[config.mk]
export PLATFORM = sky130hd
export DESIGN_NAME = idex_register
export DESIGN_NICKNAME = d
export VERILOG_FILES = /design/src/rtl/idex_register.sv
export SDC_FILE = /design/constraint.sdc
export NUM_CORES = 1
export LEC_CHECK = 0
export CAP_MARGIN = 20
export CORE_AREA = 2 2 148 150
export CTS_BUF_LIST = sky130_fd_sc_hd__clkbuf_8
export DETAILED_ROUTE_END_ITERATION = 7
export DIE_AREA = 0 0 150 152
export PLACE_DENSITY = 0.78
export REMOVE_ABC_BUFFERS = 1
export SETUP_SLACK_MARGIN = 0.05
export SLEW_MARGIN = 20
export SYNTH_ARGS = -nofsm -noshare
export SYNTH_HDL_FRONTEND = slang
export SYNTH_SLANG_ARGS = --single-unit
[constraint.sdc]
create_clock -name CLK -period 1 [get_ports CLK]
set_input_delay 0.2 -clock CLK [delete_from_list [all_inputs] [get_ports CLK]]
set_output_delay 0.2 -clock CLK [all_outputs]
set_load 0.01 [all_outputs]
[src/rtl/idex_register.sv]
// ID/EX pipeline register: captures the decoded instruction for the Execute stage.
// A synchronous reset clears the stage. A flush replaces it with a NOP whose PCs carry FLUSH_PC.
module idex_register #(
  parameter logic [31:0] FLUSH_PC = 32'h2A2A_2A2A
) (
  input  logic        CLK,
  input  logic        RST,
  input  logic        Flush_E,
  input  logic        REG_W_En_D,
  input  logic        MEM_W_En_D,
  input  logic        Jump_En_D,
  input  logic        Branch_En_D,
  input  logic [2:0]  MEM_Control_D,
  input  logic [3:0]  ALU_Control_D,
  input  logic        Branch_Src_Sel_D,
  input  logic        ALU_SrcA_Sel_D,
  input  logic        ALU_SrcB_Sel_D,
  input  logic [1:0]  Result_Src_Sel_D,
  input  logic [4:0]  RD_D,
  input  logic [4:0]  RS1_D,
  input  logic [4:0]  RS2_D,
  input  logic [31:0] REG_R_Data1_D,
  input  logic [31:0] REG_R_Data2_D,
  input  logic [31:0] Imm_Ext_D,
  input  logic [31:0] PC_D,
  input  logic [31:0] PC_Plus_4_D,
  output logic        REG_W_En_E,
  output logic        MEM_W_En_E,
  output logic        Jump_En_E,
  output logic        Branch_En_E,
  output logic [2:0]  MEM_Control_E,
  output logic [3:0]  ALU_Control_E,
  output logic        Branch_Src_Sel_E,
  output logic        ALU_SrcA_Sel_E,
  output logic        ALU_SrcB_Sel_E,
  output logic [1:0]  Result_Src_Sel_E,
  output logic [4:0]  RD_E,
  output logic [4:0]  RS1_E,
  output logic [4:0]  RS2_E,
  output logic [31:0] REG_R_Data1_E,
  output logic [31:0] REG_R_Data2_E,
  output logic [31:0] Imm_Ext_E,
  output logic [31:0] PC_E,
  output logic [31:0] PC_Plus_4_E
);

  typedef struct packed {
    logic        reg_w_en;
    logic        mem_w_en;
    logic        jump_en;
    logic        branch_en;
    logic [2:0]  mem_control;
    logic [3:0]  alu_control;
    logic        branch_src_sel;
    logic        alu_srca_sel;
    logic        alu_srcb_sel;
    logic [1:0]  result_src_sel;
    logic [4:0]  rd;
    logic [4:0]  rs1;
    logic [4:0]  rs2;
    logic [31:0] reg_r_data1;
    logic [31:0] reg_r_data2;
    logic [31:0] imm_ext;
    logic [31:0] pc;
    logic [31:0] pc_plus_4;
  } stage_t;

  stage_t stage_d;
  stage_t stage_q;
  stage_t nop_stage;

  always_comb begin
    stage_d                = '0;
    stage_d.reg_w_en       = REG_W_En_D;
    stage_d.mem_w_en       = MEM_W_En_D;
    stage_d.jump_en        = Jump_En_D;
    stage_d.branch_en      = Branch_En_D;
    stage_d.mem_control    = MEM_Control_D;
    stage_d.alu_control    = ALU_Control_D;
    stage_d.branch_src_sel = Branch_Src_Sel_D;
    stage_d.alu_srca_sel   = ALU_SrcA_Sel_D;
    stage_d.alu_srcb_sel   = ALU_SrcB_Sel_D;
    stage_d.result_src_sel = Result_Src_Sel_D;
    stage_d.rd             = RD_D;
    stage_d.rs1            = RS1_D;
    stage_d.rs2            = RS2_D;
    stage_d.reg_r_data1    = REG_R_Data1_D;
    stage_d.reg_r_data2    = REG_R_Data2_D;
    stage_d.imm_ext        = Imm_Ext_D;
    stage_d.pc             = PC_D;
    stage_d.pc_plus_4      = PC_Plus_4_D;
  end

  // The flushed NOP keeps a recognisable PC marker so it stands out in traces.
  always_comb begin
    nop_stage           = '0;
    nop_stage.pc        = FLUSH_PC;
    nop_stage.pc_plus_4 = FLUSH_PC;
  end

  always_ff @(posedge CLK) begin
    if (RST) begin
      stage_q <= '0;
    end else if (Flush_E) begin
      stage_q <= nop_stage;
    end else begin
      stage_q <= stage_d;
    end
  end

  assign REG_W_En_E       = stage_q.reg_w_en;
  assign MEM_W_En_E       = stage_q.mem_w_en;
  assign Jump_En_E        = stage_q.jump_en;
  assign Branch_En_E      = stage_q.branch_en;
  assign MEM_Control_E    = stage_q.mem_control;
  assign ALU_Control_E    = stage_q.alu_control;
  assign Branch_Src_Sel_E = stage_q.branch_src_sel;
  assign ALU_SrcA_Sel_E   = stage_q.alu_srca_sel;
  assign ALU_SrcB_Sel_E   = stage_q.alu_srcb_sel;
  assign Result_Src_Sel_E = stage_q.result_src_sel;
  assign RD_E             = stage_q.rd;
  assign RS1_E            = stage_q.rs1;
  assign RS2_E            = stage_q.rs2;
  assign REG_R_Data1_E    = stage_q.reg_r_data1;
  assign REG_R_Data2_E    = stage_q.reg_r_data2;
  assign Imm_Ext_E        = stage_q.imm_ext;
  assign PC_E             = stage_q.pc;
  assign PC_Plus_4_E      = stage_q.pc_plus_4;

endmodule

==> results of run 1 <==
-- stage by stage --
step | hold WS (ns) | utilization | instances
6_report | 0.0942 | 0.506 | 1102
3_3_place_gp | 0.566 | 0.499 | 1071
4_1_cts | 0.0567 | 0.487 | 1102
3_5_place_dp | 0.569 | 0.499 | 1071
5_1_grt | 0.0539 | 0.506 | 1102
2_1_floorplan | 0.269 | - | 382
-- per-layer routing --
| layer | track usage | up-vias | part of all wire |
|---|---|---|---|
| met5 | 0 | - | 0 |
| met4 | 0.0508 | 0 | 0.018 |
| li1 | - | 2213 | - |
| met3 | 0.0502 | 20 | 0.080 |
| met2 | 0.270 | 194 | 0.51 |
| met1 | 0.174 | 2124 | 0.39 |
-- area by class of cell --
type	count	area (sq um)
tap	280	350
multi-input combinational	191	2290
clock inverter	13	124
timing repair buffer	409	3840
fill	1911	10600
clock buffer	18	248
sequential	191	3940
-- power breakdown --
| part | leakage [nW] | total, mW | switching, mW | internal (mW) |
|---|---|---|---|---|
| logic | 2.69 | 2.37 | 0.870 | 1.50 |
| clock network | 0.188 | 4.83 | 2.94 | 1.89 |
| registers | 1.61 | 8.07 | 0.111 | 7.96 |
| total | 4.48 | 15.3 | 3.92 | 11.4 |
-- logic make-up (layout without fill, tap and decap cells) --
kind of cell	Yosys count	in the layout	synth area share
DFF	191	191	0.594
and+or+nand+nor	167	167	0.319
buffers and inverters	42	440	0.0488
AOI/OAI and AO/OA	24	24	0.0373
-- synthesized netlist by cell type --
master	instances
clkbuf_1	2
dfxtp_1	191
buf_2	29
buf_8	10
buf_6	1
o21ba_1	24
nor3b_2	160
nor3b_1	7
-- repair_timing --
action	in CTS	in global routing
endpoints found under the setup margin	191	191
setup buffers	0	0
gates resized for setup	848	110
-- worst paths after layout --
| check | endpoint | slack [ns] | depth (start not counted) |
|---|---|---|---|
| setup / recovery | ALU_Control_E[0] | -0.10 | 1 |
| hold / removal | RS1_E[2] | 0.09 | 2 |
-- state kept, by name, summed over array words and instances (netlist names), 2 cells and up --
signal and count:
ALU_Control_E 4, Imm_Ext_E 32, MEM_Control_E 3, PC_E 32, PC_Plus_4_E 32, RD_E 5, REG_R_Data1_E 32, REG_R_Data2_E 32
RS1_E 5, RS2_E 5, Result_Src_Sel_E 2
==> results.py, run 1 <==
metrics = {
    "cells_and_area": {
        "mostFrequentLayoutCell": "clkdlybuf4s50_1",
        "finish.instance_area_sq_um": 10800,
        "antenna-diode-count": 0,
        "layout_common_cells": "clkdlybuf4s50_1 (191), nor3b_2 (160), dfxtp_1 (96), buf_6 (96)",
        "layout-drive-gt1-share": 0.612,
        "nets": 1004,
        "area_growth_pct": 67.8,
    },
    "sta": {
        "report.final.slew_viol_count": 0,
        "slew_headroom": 0.837,
        "max_freq_ghz": 0.906,
        "setup_violations": 191,
        "rsz0062_at_grt": "true",
        "fin_crit_sh": 1.10,
        "setup_ws_ns": -0.104,
        "hold_violations": 0,
        "setup_tns_ns": -14.87,
        "worstMarginPinSlew_ns": 0.245,
        "min_period_ns": 1.10,
    },
    "critical_path": {
        "worstSetupEndpointType": "output port",
        "worst-setup-path-type": "flip-flop to output port",
        "cp_slowest_cell": "dfxtp_2",
        "crit_arrival_ns": 0.90,
        "path_cells": "buf_6",
        "worstSetupStartpointType": "flip-flop",
        "critPathTopFamily": "flip-flops",
        "cp_max_fo": 1,
        "required_ns": 0.80,
        "path_buf_inv": 1,
        "critical-path-max-stage-delay_ns": 0.34,
        "cp-startpoint": "ALU_Control_E[0]",
    },
    "global_route": {
        "track_usage": 0.154,
        "grt_pass1_wl_mm": 27.2,
        "grt_start_max_net_pins": 33,
        "antenna_found_initial": 0,
        "grt_overflow": 0,
        "grt_pass1_vias": 4753,
    },
    "synth": {
        "yosys_register_bits": 191,
        "netlist_instances": 424,
        "synth_top_cell_area_share": 0.594,
        "synth_seq_area_share": 0.594,
        "yosysTopAreaCell": "dfxtp_1",
        "yosysUniqueCellTypes": 8,
        "synth.avg_cell_area_sq_um": 15.2,
        "netlist_area_sq_um": 6430,
        "yosys-top-cells-area": "dfxtp_1 (59%), nor3b_2 (31%), o21ba_1 (3.7%)",
        "ys_warn_count": 0,
    },
    "pwr": {
        "powerDensity_nw_per_um2": 1420,
        "total_power_mw": 15.3,
        "irDropWorstVdd_mv": 0.798,
        "leakage_nw": 4.48,
    },
    "clock_network": {
        "cts_tree": "yes",
        "path_clk_slew_ns": 0.11,
        "h-tree-depth": 4,
        "cts-root-buf": "clkbuf_8",
        "cts-buffers-inserted": 17,
        "cts_buffer_depth": 2,
        "numClockSinks": 191,
        "holdBufCountCts": 0,
    },
    "route": {
        "wl_mm": 18.2,
        "via_per_inst": 4.13,
        "wire_per_inst_um": 16.5,
        "ant_nets": 0,
        "dr.pass1.iters": 4,
        "routed-via-count": 4551,
        "remaining_drc_errors": 0,
        "drtIter0Drc": 132,
    },
    "floorplanning": {
        "die_area_sq_um": 22800,
        "num_rows": 54,
        "die_w_um": 150,
        "fp.coreArea_sq_um": 21400,
        "fp.dieH_um": 152,
        "io_pins": 385,
        "start_util": 0.301,
    },
    "place": {
        "postPlaceCellArea_sq_um": 10700,
        "io_buffer_count": 384,
        "dp_hpwl_mm": 13.5,
        "gp_congestion": 0.790,
        "post-place-ws_ns": -0.0779,
    },
    "hold_path": {
        "hold_class": "input pin to flip-flop",
        "worstHoldStart": "Flush_E",
    },
    "status": {
        "failed_checks": "negative setup slack",
        "status": "finished, violations left",
    },
    "flow_run": {
        "maxCapViolations": 0,
    },
}
(Power assumes the default switching activity.)
==> run 2: changes to the inputs <==
ABC_AREA = 1   (was not set)
==> results.py, run 2 <==
metrics = {
    "sta": {
        "rsz0062_at_grt": "true",
        "max_freq_ghz": 0.897,
        "worstMarginPinSlew_ns": 0.270,
        "report.final.slew_viol_count": 0,
        "setup_tns_ns": -15.37,
        "min_period_ns": 1.11,
        "fin_crit_sh": 1.11,
        "setup_ws_ns": -0.114,
        "hold_violations": 0,
        "slew_headroom": 0.820,
        "setup_violations": 191,
        "whs_ns": 0.248,
    },
    "route": {
        "dr.pass1.iters": 4,
        "wl_mm": 17.0,
        "ant_nets": 0,
        "remaining_drc_errors": 0,
        "routed-via-count": 4877,
        "via_per_inst": 3.75,
        "wire_per_inst_um": 13.1,
        "drtIter0Drc": 120,
        "wl_met1_mm": 6.20,
        "dr_wl_met2_mm": 8.67,
        "route.met3.wl_mm": 1.74,
        "top_layer": "met4",
    },
    "place": {
        "post-place-ws_ns": -0.478,
        "gp_congestion": 0.798,
        "dp_hpwl_mm": 13.2,
        "postPlaceCellArea_sq_um": 10400,
        "dp_cells": 1257,
        "io_buffer_count": 384,
    },
    "synth": {
        "yosysTopAreaCell": "dfxtp_1",
        "synth.avg_cell_area_sq_um": 10.5,
        "ys_top_cells_by_count": "dfxtp_1 (191), inv_1 (167), nor2_1 (115)",
        "synthMuxAreaShare": 0,
        "synth-xor-area-share": 0,
        "synth-main-ff-cell": "dfxtp_1",
        "synth_top_cell_area_share": 0.607,
        "synth_compound_area_frac": 0,
        "yosys-top-cells-area": "dfxtp_1 (61%), nor2_4 (16%), inv_1 (10%)",
        "yosysUniqueCellTypes": 13,
        "synth-async-reset-ratio": 0,
        "netlist_area_sq_um": 6300,
        "synth_top_family_by_area": "simple AND/OR/NAND/NOR gates",
        "synth_seq_area_share": 0.607,
        "yosys_register_bits": 191,
        "post-synth-top-count-cell": "dfxtp_1",
        "netlist_instances": 600,
        "synth_edf_count": 0,
        "synthAdderAreaFrac": 0,
        "ys_warn_count": 0,
        "synthSimpleGateAreaFrac": 0.241,
    },
    "critical_path": {
        "worstSetupEndpointType": "output port",
        "path_cells": "buf_2",
        "worstSetupStartpointType": "flip-flop",
        "critPathTopFamily": "flip-flops",
        "worst-setup-path-type": "flip-flop to output port",
        "cp_max_fo": 1,
        "cp_slowest_cell": "dfxtp_1",
        "path_buf_inv": 1,
        "critical-path-max-stage-delay_ns": 0.33,
        "crit_arrival_ns": 0.91,
        "required_ns": 0.80,
    },
    "cells_and_area": {
        "area_growth_pct": 71.7,
        "fillers": 1958,
        "layout_common_cells": "clkdlybuf4s50_1 (191), inv_1 (167), nor2_1 (115)",
        "mostFrequentLayoutCell": "clkdlybuf4s50_1",
        "finish.instance_area_sq_um": 10800,
        "antenna-diode-count": 0,
        "nets": 1201,
        "layout-drive-gt1-share": 0.448,
        "final_cells": 1300,
    },
    "floorplanning": {
        "fp.coreArea_sq_um": 21400,
        "io_pins": 385,
        "num_rows": 54,
        "fp.dieH_um": 152,
        "die_area_sq_um": 22800,
        "start_util": 0.295,
        "die_w_um": 150,
    },
    "pwr": {
        "irDropWorstVdd_mv": 0.800,
        "powerDensity_nw_per_um2": 1430,
        "leakage_nw": 5.26,
    },
    "clock_network": {
        "cts_buffer_depth": 2,
        "holdBufCountCts": 0,
        "cts_tree": "yes",
        "h-tree-depth": 4,
        "numClockSinks": 191,
        "cts-root-buf": "clkbuf_8",
        "path_clk_slew_ns": 0.11,
        "cts-buffers-inserted": 17,
    },
    "global_route": {
        "grt_start_max_net_pins": 25,
        "grt_pass1_wl_mm": 25.6,
        "grt_overflow": 0,
        "track_usage": 0.146,
        "grt_pass1_vias": 4844,
        "antenna_found_initial": 0,
    },
    "status": {
        "failed_checks": "negative setup slack",
        "status": "finished, violations left",
    },
    "hold_path": {
        "hold_class": "input pin to flip-flop",
    },
    "flow_run": {
        "maxCapViolations": 0,
    },
}
## run 2: layer usage
layer,global-route usage,vias to the layer above
met4,0.0548,0
met3,0.0541,28
met1,0.157,2182
met2,0.257,232
li1,-,2435
met5,0,-
## run 2: repair_timing
| action | 4_1_cts | 5_1_grt |
|---|---|---|
| gates resized for setup | 858 | 123 |
| pin swaps | 1 | 1 |
| setup buffers | 0 | 7 |
| setup endpoints to repair | 200 | 250 |
| gates cloned | 1 | 3 |
## run 2: area by class of cell
cell class | instances | area (sq um) | area share
Sequential cell | 191 | 3950 | 0.366
Inverter | 169 | 637 | 0.0589
Clock buffer | 18 | 248 | 0.0229
Tap cell | 280 | 350 | 0.0324
Clock inverter | 14 | 149 | 0.0138
Timing Repair Buffer | 412 | 3940 | 0.365
Multi-Input combinational cell | 216 | 1530 | 0.141
## run 2: per-stage QoR
step	util	total power, mW
floorplan	-	9.08
global placement	0.487	10.6
detailed placement	0.487	10.7
CTS	0.479	15.5
global route	0.506	16.2
finish	0.506	15.5
## run 2: power breakdown
group	switching (mW)	total [mW]	internal [mW]
logic	0.986	2.41	1.42
clock network	2.87	5.00	2.13
registers	0.119	8.09	7.97
## run 2: path summary, 6_finish.rpt
kind,startpoint,end,slack (ns),cells past startpoint
max,Imm_Ext_E[13],Imm_Ext_E[13],-0.11,1
min,PC_Plus_4_D[6],PC_Plus_4_E[6],0.25,3
## run 2: cells by family after synthesis
family,count (synthesis)
and+or+nand+nor,216
buffers and inverters,193
DFF,191
